--- config.mk ---
export PLATFORM = sky130hd
export DESIGN_NAME = ram_stream_reader
export DESIGN_NICKNAME = d
export VERILOG_FILES = /design/src/rtl/ram_stream_pkg.sv /design/src/rtl/ram_rd_fifo.sv /design/src/rtl/ram_stream_reader.sv
export SDC_FILE = /design/constraint.sdc
export NUM_CORES = 1
export LEC_CHECK = 0
export BUFFER_PORTS_ARGS = -buffer_cell sky130_fd_sc_hd__buf_2
export CORE_UTILIZATION = 49
export CTS_CLUSTER_DIAMETER = 30
export DETAILED_ROUTE_END_ITERATION = 12
export GPL_TIMING_DRIVEN = 0
export PLACE_DENSITY = 0.88
export SLEW_MARGIN = 20
export SYNTH_ARGS = -nofsm -noshare
export SYNTH_HDL_FRONTEND = slang
export SYNTH_SLANG_ARGS = --single-unit
--- constraint.sdc ---
create_clock -name clk -period 3.37 [get_ports clk]
set_input_delay 1.011 -clock clk [delete_from_list [all_inputs] [get_ports clk]]
set_output_delay 1.011 -clock clk [all_outputs]
set_load 0.02 [all_outputs]
--- src/rtl/ram_stream_pkg.sv ---
// Shared types and constants for the RAM block-read stream initiator.
package ram_stream_pkg;

    typedef enum logic [1:0] {
        ST_IDLE  = 2'd0,
        ST_RUN   = 2'd1,
        ST_DRAIN = 2'd2
    } state_t;

    localparam int FIFO_DEPTH = 2;

endpackage

--- src/rtl/ram_rd_fifo.sv ---
// Two-entry registered FIFO holding returned read words tagged with the last flag.
module ram_rd_fifo
    import ram_stream_pkg::*;
#(
    parameter int width = 33
) (
    input  logic             clk,
    input  logic             rst,
    input  logic             push,
    input  logic [width-1:0] push_dat,
    input  logic             pop,
    output logic [width-1:0] head,
    output logic             valid,
    output logic [1:0]       count
);

    logic [width-1:0] mem [FIFO_DEPTH];
    logic             wr_ptr;
    logic             rd_ptr;

    always_ff @(posedge clk) begin
        if (rst) begin
            wr_ptr <= 1'b0;
            rd_ptr <= 1'b0;
            count  <= 2'd0;
            for (int i = 0; i < FIFO_DEPTH; i++) mem[i] <= '0;
        end else begin
            if (push) begin
                mem[wr_ptr] <= push_dat;
                wr_ptr      <= ~wr_ptr;
            end
            if (pop) rd_ptr <= ~rd_ptr;
            count <= count + {1'b0, push} - {1'b0, pop};
        end
    end

    assign head  = mem[rd_ptr];
    assign valid = (count != 2'd0);

endmodule

--- src/rtl/ram_stream_reader.sv ---
// Block-read initiator: turns (address, count) commands into sequential RAM reads
// and returns the words as a valid/ready stream with a last flag.
module ram_stream_reader
    import ram_stream_pkg::*;
#(
    parameter int dat_width = 32,
    parameter int adr_width = 32,
    parameter int len_width = 16
) (
    input  logic                 clk,
    input  logic                 rst,
    input  logic                 cmd_req_i,
    output logic                 cmd_ack_o,
    input  logic [adr_width-1:0] cmd_adr_i,
    input  logic [len_width-1:0] cmd_len_i,
    output logic                 busy_o,
    output logic                 done_o,
    output logic [adr_width-1:0] ram_adr_o,
    output logic                 ram_we_o,
    output logic [dat_width-1:0] ram_dat_o,
    input  logic [dat_width-1:0] ram_dat_i,
    output logic                 out_valid_o,
    input  logic                 out_ready_i,
    output logic [dat_width-1:0] out_dat_o,
    output logic                 out_last_o
);

    state_t               state, state_nxt;
    logic [adr_width-1:0] cur_adr;
    logic [len_width-1:0] remaining;
    logic                 inflight;
    logic                 inflight_last;
    logic [1:0]           fifo_count;
    logic                 fifo_valid;
    logic [dat_width:0]   head;
    logic                 cmd_fire, pop, last_fire, issue, last_issue;

    assign cmd_fire   = cmd_req_i & cmd_ack_o;
    assign pop        = out_valid_o & out_ready_i;
    assign last_fire  = pop & out_last_o;
    assign last_issue = (remaining == len_width'(1));
    // Slots already claimed: buffered words plus the word on ram_dat_i, less this cycle's pop.
    assign issue = (state == ST_RUN) && (remaining != '0) &&
                   (({1'b0, fifo_count} + {2'b0, inflight} - {2'b0, pop}) < 3'(FIFO_DEPTH));

    always_ff @(posedge clk) begin
        if (rst) state <= ST_IDLE;
        else     state <= state_nxt;
    end

    always_comb begin
        state_nxt = state;
        case (state)
            ST_IDLE:  if (cmd_fire && cmd_len_i != '0) state_nxt = ST_RUN;
            ST_RUN:   if (issue && last_issue)         state_nxt = ST_DRAIN;
            ST_DRAIN: if (last_fire)                   state_nxt = ST_IDLE;
            default:                                   state_nxt = ST_IDLE;
        endcase
    end

    always_comb begin
        cmd_ack_o = (state == ST_IDLE);
        busy_o    = (state != ST_IDLE);
    end

    always_ff @(posedge clk) begin
        if (rst) begin
            cur_adr       <= '0;
            remaining     <= '0;
            ram_adr_o     <= '0;
            inflight      <= 1'b0;
            inflight_last <= 1'b0;
            done_o        <= 1'b0;
        end else begin
            inflight <= issue;
            done_o   <= (cmd_fire && cmd_len_i == '0) || (state == ST_DRAIN && last_fire);
            if (cmd_fire) begin
                cur_adr   <= cmd_adr_i;
                remaining <= cmd_len_i;
            end
            if (issue) begin
                ram_adr_o     <= cur_adr;
                cur_adr       <= cur_adr + adr_width'(1);
                remaining     <= remaining - len_width'(1);
                inflight_last <= last_issue;
            end
        end
    end

    ram_rd_fifo #(.width(dat_width + 1)) u_fifo (
        .clk      (clk),
        .rst      (rst),
        .push     (inflight),
        .push_dat ({inflight_last, ram_dat_i}),
        .pop      (pop),
        .head     (head),
        .valid    (fifo_valid),
        .count    (fifo_count)
    );

    assign out_valid_o = fifo_valid;
    assign out_dat_o   = head[dat_width-1:0];
    assign out_last_o  = fifo_valid & head[dat_width];
    assign ram_we_o    = 1'b0;
    assign ram_dat_o   = '0;

endmodule

==> results of run 1 <==
metrics by stage:
stage	cell area, µm²	hold slack (ps)
2_1_floorplan	7760	440
4_1_cts	9420	453
5_1_grt	9460	475
3_3_place_gp	8760	442
6_report	9460	452
3_5_place_dp	8760	444
worst paths after layout:
check	startpoint	endpoint	slack (ps)	cells after the start
worst min-delay path	ram_adr_o[18]	ram_adr_o[18]	450	2
worst max register to register	u_fifo.count[1]	cur_adr[7]	90	13
worst min register to register	ram_adr_o[18]	ram_adr_o[18]	450	2
worst max-delay path	out_ready_i	cur_adr[7]	80	13
metal layers:
layer  routed length [µm]  vias up
met2                10100      441
met1                 7980     3174
li1                     -     3222
met3                 2140       67
met4                  674        0
met5                    0        -
what timing repair did:
item                       in CTS  in global routing
setup buffers                   3                  2
pin swaps                       0                  2
resized for setup               5                 13
gates cloned                    0                  0
setup endpoints to repair      57                 68
report_power, final:
part	internal, µW	switching [µW]
registers	2230	165
logic	870	1420
clock network	1240	779
layout by cell type (no fill, tap or decap), types with 7 or more instances in the layout:
cell type / count
nor3_1: 12
and2_1: 70
clkbuf_16: 17
conb_1: 33
nand2_1: 115
dfxtp_1: 89
buf_2: 154
clkbuf_1: 32
o311ai_0: 7
nor4_1: 18
edfxtp_1: 66
o21ai_0: 11
or4_1: 10
buf_4: 42
nand3_1: 20
nor2_1: 24
nand4_1: 15
or3_1: 11
o211ai_1: 15
a21oi_1: 63
inv_1: 16
buf_6: 7
mux2_2: 34
a31oi_1: 20
state kept, by name, indices dropped and copies added (netlist names), named ones only:
signal and count:
cur_adr 32, done_o 1, inflight 1, inflight_last 1
ram_adr_o 32, remaining 16, state 2, u_fifo.count 2
u_fifo.mem 66, u_fifo.rd_ptr 1, u_fifo.wr_ptr 1
area by class of cell:
cell class	count	share of cell area
sequential	156	0.400
multi-input combinational	569	0.365
timing repair buffer	157	0.0848
buffer	82	0.0532
clock buffer	18	0.0454
tap	188	0.0249
clock inverter	14	0.0202
inverter	16	0.00635
worst max-delay path, delay by kind of cell:
kind / cells / cell delay, ps
AND/OR/NAND/NOR: 3 / 520
buffers and inverters: 4 / 510
adder cells (fa/ha/maj): 3 / 840
AO/OA/AOI/OAI: 2 / 480
XOR/XNOR: 1 / 170
logic make-up after synthesis:
group | count (synthesis) | synth area share
xor gates and xnor gates | 3 | 0.00344
muxes | 36 | 0.0528
and+or+nand+nor | 337 | 0.232
buffers and inverters | 99 | 0.0729
adders and majority gates | 6 | 0.0108
AOI/OAI and AO/OA | 154 | 0.132
DFF | 156 | 0.496
other | 1 | 0.000491
==> impl_metrics.json, run 1 <==
{
  "outcome": "completed",
  "drc": 0,
  "fill_cells": 1212,
  "grt_max_degree": 34,
  "max_freq_mhz": 304,
  "core_region_area_mm2": 0.0152,
  "yosysTopAreaCellShare": 0.260,
  "cts_tree": "yes",
  "drt_iter0_markers": 737,
  "synth_most_common_cell": "nand2_1",
  "busiest_layer": "met2",
  "grt_pass1_wl_um": 32400,
  "syn_area_mm2": 0.00763,
  "crit_path_max_fanout": 10,
  "ys_top_cells_by_count": "nand2_1 (115), dfxtp_1 (90), and2_1 (71)",
  "rsz0062_at_grt": "false",
  "slew_violations": 0,
  "dp_hpwl_um": 14500,
  "cts_sinks": 156,
  "grt.total_usage": 0.258,
  "io_buffers": 152,
  "path_clk_slew_ps": 60,
  "drive_gt1_frac": 0.289,
  "maxSlewHeadroom": 0.310,
  "initial_core_util": 0.502,
  "yosys.cell_types.count": 66,
  "vias": 6904,
  "powerDensity_mw_per_mm2": 709,
  "required_ps": 3650,
  "p_total_uw": 6710,
  "max-cap-violations": 0,
  "post-route-period-util": 0.976,
  "areaGrowthSynthToFinish_pct": 24.0,
  "use_met1": 0.301,
  "cts_buffers": 17,
  "fin_ws_ps": 81.6,
  "syn_inst": 792,
  "cp.arrival_ps": 3560,
  "ys.flop_type": "dfxtp_1",
  "yosys_warnings": 0,
  "worstSetupPathType": "in -> reg",
  "wirelength_um": 20900,
  "fin_nets": 1089,
  "tightest_slew_ps": 1030,
  "ys_seq_area_frac": 0.496,
  "ir_drop_mv": 0.456,
  "synth_top_cell_by_area": "edfxtp_1",
  "ys_seq_elements": 156,
  "overflow": 0,
  "slowest_stage": "fa_2",
  "synth_area_per_cell_um2": 9.64,
  "n_antenna_cell": 0,
  "clock_latency_ps": 420,
  "ios": 186,
  "post_drt_wl_per_cell_um": 17.4,
  "placed_cells": 1164,
  "ys_top_cells_by_area": "edfxtp_1 (26%), dfxtp_1 (24%), and2_1 (5.8%)",
  "first_global_vias": 6541,
  "instances_no_fill": 1200,
  "crit_chain": "buf_2 -> and2_2 -> ha_1 -> inv_1 -> ha_1 -> fa_2 -> xnor2_2 -> and3b_1 -> buf_4 -> nand2_4 -> buf_6 -> o311ai_0 -> a31oi_1",
  "final_util": 0.622,
  "finClkSkew_ps": 7.05,
  "grtUsageMet2": 0.441,
  "multi_input_area_mm2": 0.00345,
  "dr.pass1.iters": 7,
  "setup_viol": 0,
  "startpoint_type": "input pin",
  "slowest_delay_ps": 360,
  "synth-edff-count": 66,
  "cpMostUsedCell": "ha_1",
  "endpoint_kind": "flip-flop",
  "rows": 45,
  "die_y_um": 127,
  "hold_buffers": 0,
  "final_hold_viol_count": 0,
  "viasPerCell": 5.75,
  "p_leak_uw": 0.00380,
  "hold_path_class": "reg -> reg",
  "postRouteAntennaNets": 0,
  "htreeDepth": 4,
  "cts_root_buffer": "clkbuf_16",
  "final.min_clock_period_ps": 3290,
  "place_ws_ps": -739,
  "dieArea_mm2": 0.0161,
  "timing.setup.tns_ps": 0,
  "regArea_mm2": 0.00378,
  "globalRouteMet3Util": 0.0658,
  "cts_buffer_depth": 2,
  "antenna_found_initial": 0,
  "fp.dieW_um": 127,
  "synthArstFlopShare": 0,
  "gp_congestion": 0.921
}
(Power assumes the default switching activity.)
==> run 2: changes to the inputs <==
==> constraint.sdc (replaced) <==
create_clock -name clk -period 2.85 [get_ports clk]
set_input_delay 0.855 -clock clk [delete_from_list [all_inputs] [get_ports clk]]
set_output_delay 0.855 -clock clk [all_outputs]
set_load 0.02 [all_outputs]
==> run 2 against run 1 <==
Effect of this change: the flow now finishes with violations (negative setup slack); combinational power increased by 57%; register-to-register slack got worse by 250 ps; sequential power increased by 19%; wire length increased by 12%; non-clock buffer count increased by 25; cell count increased by 2.1%; largest power group is now combinational logic.
==> impl_metrics.json, run 2 (same netlist as run 1, synthesis figures left out) <==
{
  "outcome": "complete, but fails checks",
  "violations": "negative setup slack",
  "use_met1": 0.318,
  "grt_pass1_wl_um": 33300,
  "post-route-period-util": 1.06,
  "fin_nets": 1115,
  "viasPerCell": 6.04,
  "ir_drop_mv": 0.604,
  "drc": 0,
  "dieArea_mm2": 0.0161,
  "cts_root_buffer": "clkbuf_16",
  "busiest_layer": "met2",
  "maxSlewHeadroom": 0.237,
  "wirelength_um": 23500,
  "fin_ws_ps": -163,
  "rsz0062_at_grt": "true",
  "fp.dieW_um": 127,
  "hold_path_class": "reg -> reg",
  "rows": 45,
  "switching_share": 0.360,
  "cp.arrival_ps": 3360,
  "globalRouteMet3Util": 0.0763,
  "clockPowerShare": 0.272,
  "startpoint_type": "flip-flop",
  "ios": 186,
  "regMostFlops": "u_fifo.mem",
  "first_global_vias": 6731,
  "n_antenna_cell": 0,
  "tightest_slew_ps": 1130,
  "cts_sinks": 156,
  "hold_buffers": 0,
  "post_drt_wl_per_cell_um": 19.1,
  "drt_iter0_markers": 918,
  "final_hold_viol_count": 0,
  "timing.setup.tns_ps": -5150,
  "grtUsageMet2": 0.442,
  "p_comb_frac": 0.406,
  "setup_viol": 71,
  "clock_latency_ps": 430,
  "mostFrequentLayoutCells": "buf_2 (153), nand2_1 (107), dfxtp_1 (88), and2_1 (70), edfxtp_1 (66)",
  "p_leak_uw": 0.00404,
  "dr.pass1.iters": 5,
  "htreeDepth": 4,
  "core_region_area_mm2": 0.0152,
  "drive_gt1_frac": 0.352,
  "grt_max_degree": 34,
  "required_ps": 3200,
  "areaGrowthSynthToFinish_pct": 32.5,
  "vias": 7396,
  "initial_core_util": 0.502,
  "holdCritStartpoint": "ram_adr_o[27]",
  "p_switching_uw": 3180,
  "placed_cells": 1164,
  "max-cap-violations": 0,
  "rr_startpoint": "u_fifo.count[0]",
  "io_buffers": 152,
  "cts_tree": "yes",
  "final_util": 0.665,
  "top_regs": "u_fifo.mem: 66 flops, cur_adr: 32 flops, ram_adr_o: 32 flops",
  "postRouteAntennaNets": 0,
  "path_clk_slew_ps": 60,
  "dp_hpwl_um": 14600,
  "startpoint": "u_fifo.count[0]",
  "powerDensity_mw_per_mm2": 875,
  "final_common_cell": "buf_2",
  "crit_path_max_fanout": 5,
  "overflow": 0,
  "endpoint_kind": "flip-flop",
  "worstSetupPathType": "reg -> reg",
  "gp_congestion": 0.939,
  "cts_buffers": 17,
  "die_y_um": 127,
  "instances_no_fill": 1225,
  "antenna_found_initial": 0,
  "cts_buffer_depth": 2,
  "final.min_clock_period_ps": 3010,
  "max_freq_mhz": 332,
  "slew_violations": 0,
  "p_int_uw": 5670,
  "finClkSkew_ps": 6.31,
  "grt.total_usage": 0.265,
  "hold-worst-slack_ps": 452,
  "seqPwrFrac": 0.322,
  "largest_register_ffs": 66
}
-- run 2: final timing paths --
check | cells past startpoint | slack, ps | to
worst max-delay path | 12 | -160 | remaining[8]
worst min-delay path | 2 | 450 | ram_adr_o[27]
worst max register to register | 12 | -160 | remaining[8]
worst min register to register | 2 | 450 | ram_adr_o[27]
-- run 2: layout make-up --
| type | instances | area [µm²] |
|---|---|---|
| inverters | 16 | 60.1 |
| flip-flops and latches | 156 | 3790 |
| repair buffers | 182 | 1100 |
| plain buffers | 82 | 574 |
| clock inverters | 13 | 194 |
| well taps | 188 | 235 |
| clock buffers | 18 | 429 |
| multi-input cells | 570 | 3740 |
| fillers | 1092 | 5090 |
-- run 2: worst max-delay path: stages (launching register included) --
cell      delay [ps]
dfxtp_2          320
or2_4            240
and2_4           150
ha_4             250
inv_2             30
ha_4             140
fa_2             340
xnor2_2          160
nand3b_1         260
buf_4            200
or3_4            400
or3_4            330
a31oi_1          120
-- run 2: power groups by stage --
| stage | Clock [µW] | Sequential (µW) | Combinational [µW] |
|---|---|---|---|
| 2_1_floorplan | 0 | 2870 | 1930 |
| 3_3_place_gp | 0 | 2850 | 2630 |
| 3_5_place_dp | 0 | 2870 | 2680 |
| 4_1_cts | 2410 | 2830 | 3010 |
| 5_1_grt | 2520 | 2880 | 3740 |
| 6_report | 2410 | 2850 | 3590 |
-- run 2: per-stage QoR --
stage | power [µW] | cell area, µm² | setup WS (ps)
after floorplan | 4800 | 7880 | -276
after global placement | 5490 | 8870 | -737
after detailed placement | 5560 | 8870 | -746
after CTS | 8250 | 9740 | -87.6
after global routing | 9130 | 10100 | -277
final | 8850 | 10100 | -163
-- run 2: timing repair --
item | in CTS | in global routing
setup endpoints to repair | 111 | 77
pin swaps | 18 | 32
buffers inserted | 12 | 13
resized for setup | 27 | 59
gates cloned | 3 | 4
-- run 2: layer usage --
metal  vias up  routed length, µm
met3       143               2920
met2       585              10800
met4         0               1220
met5         -                  0
li1       3270                  -
met1      3398               8520
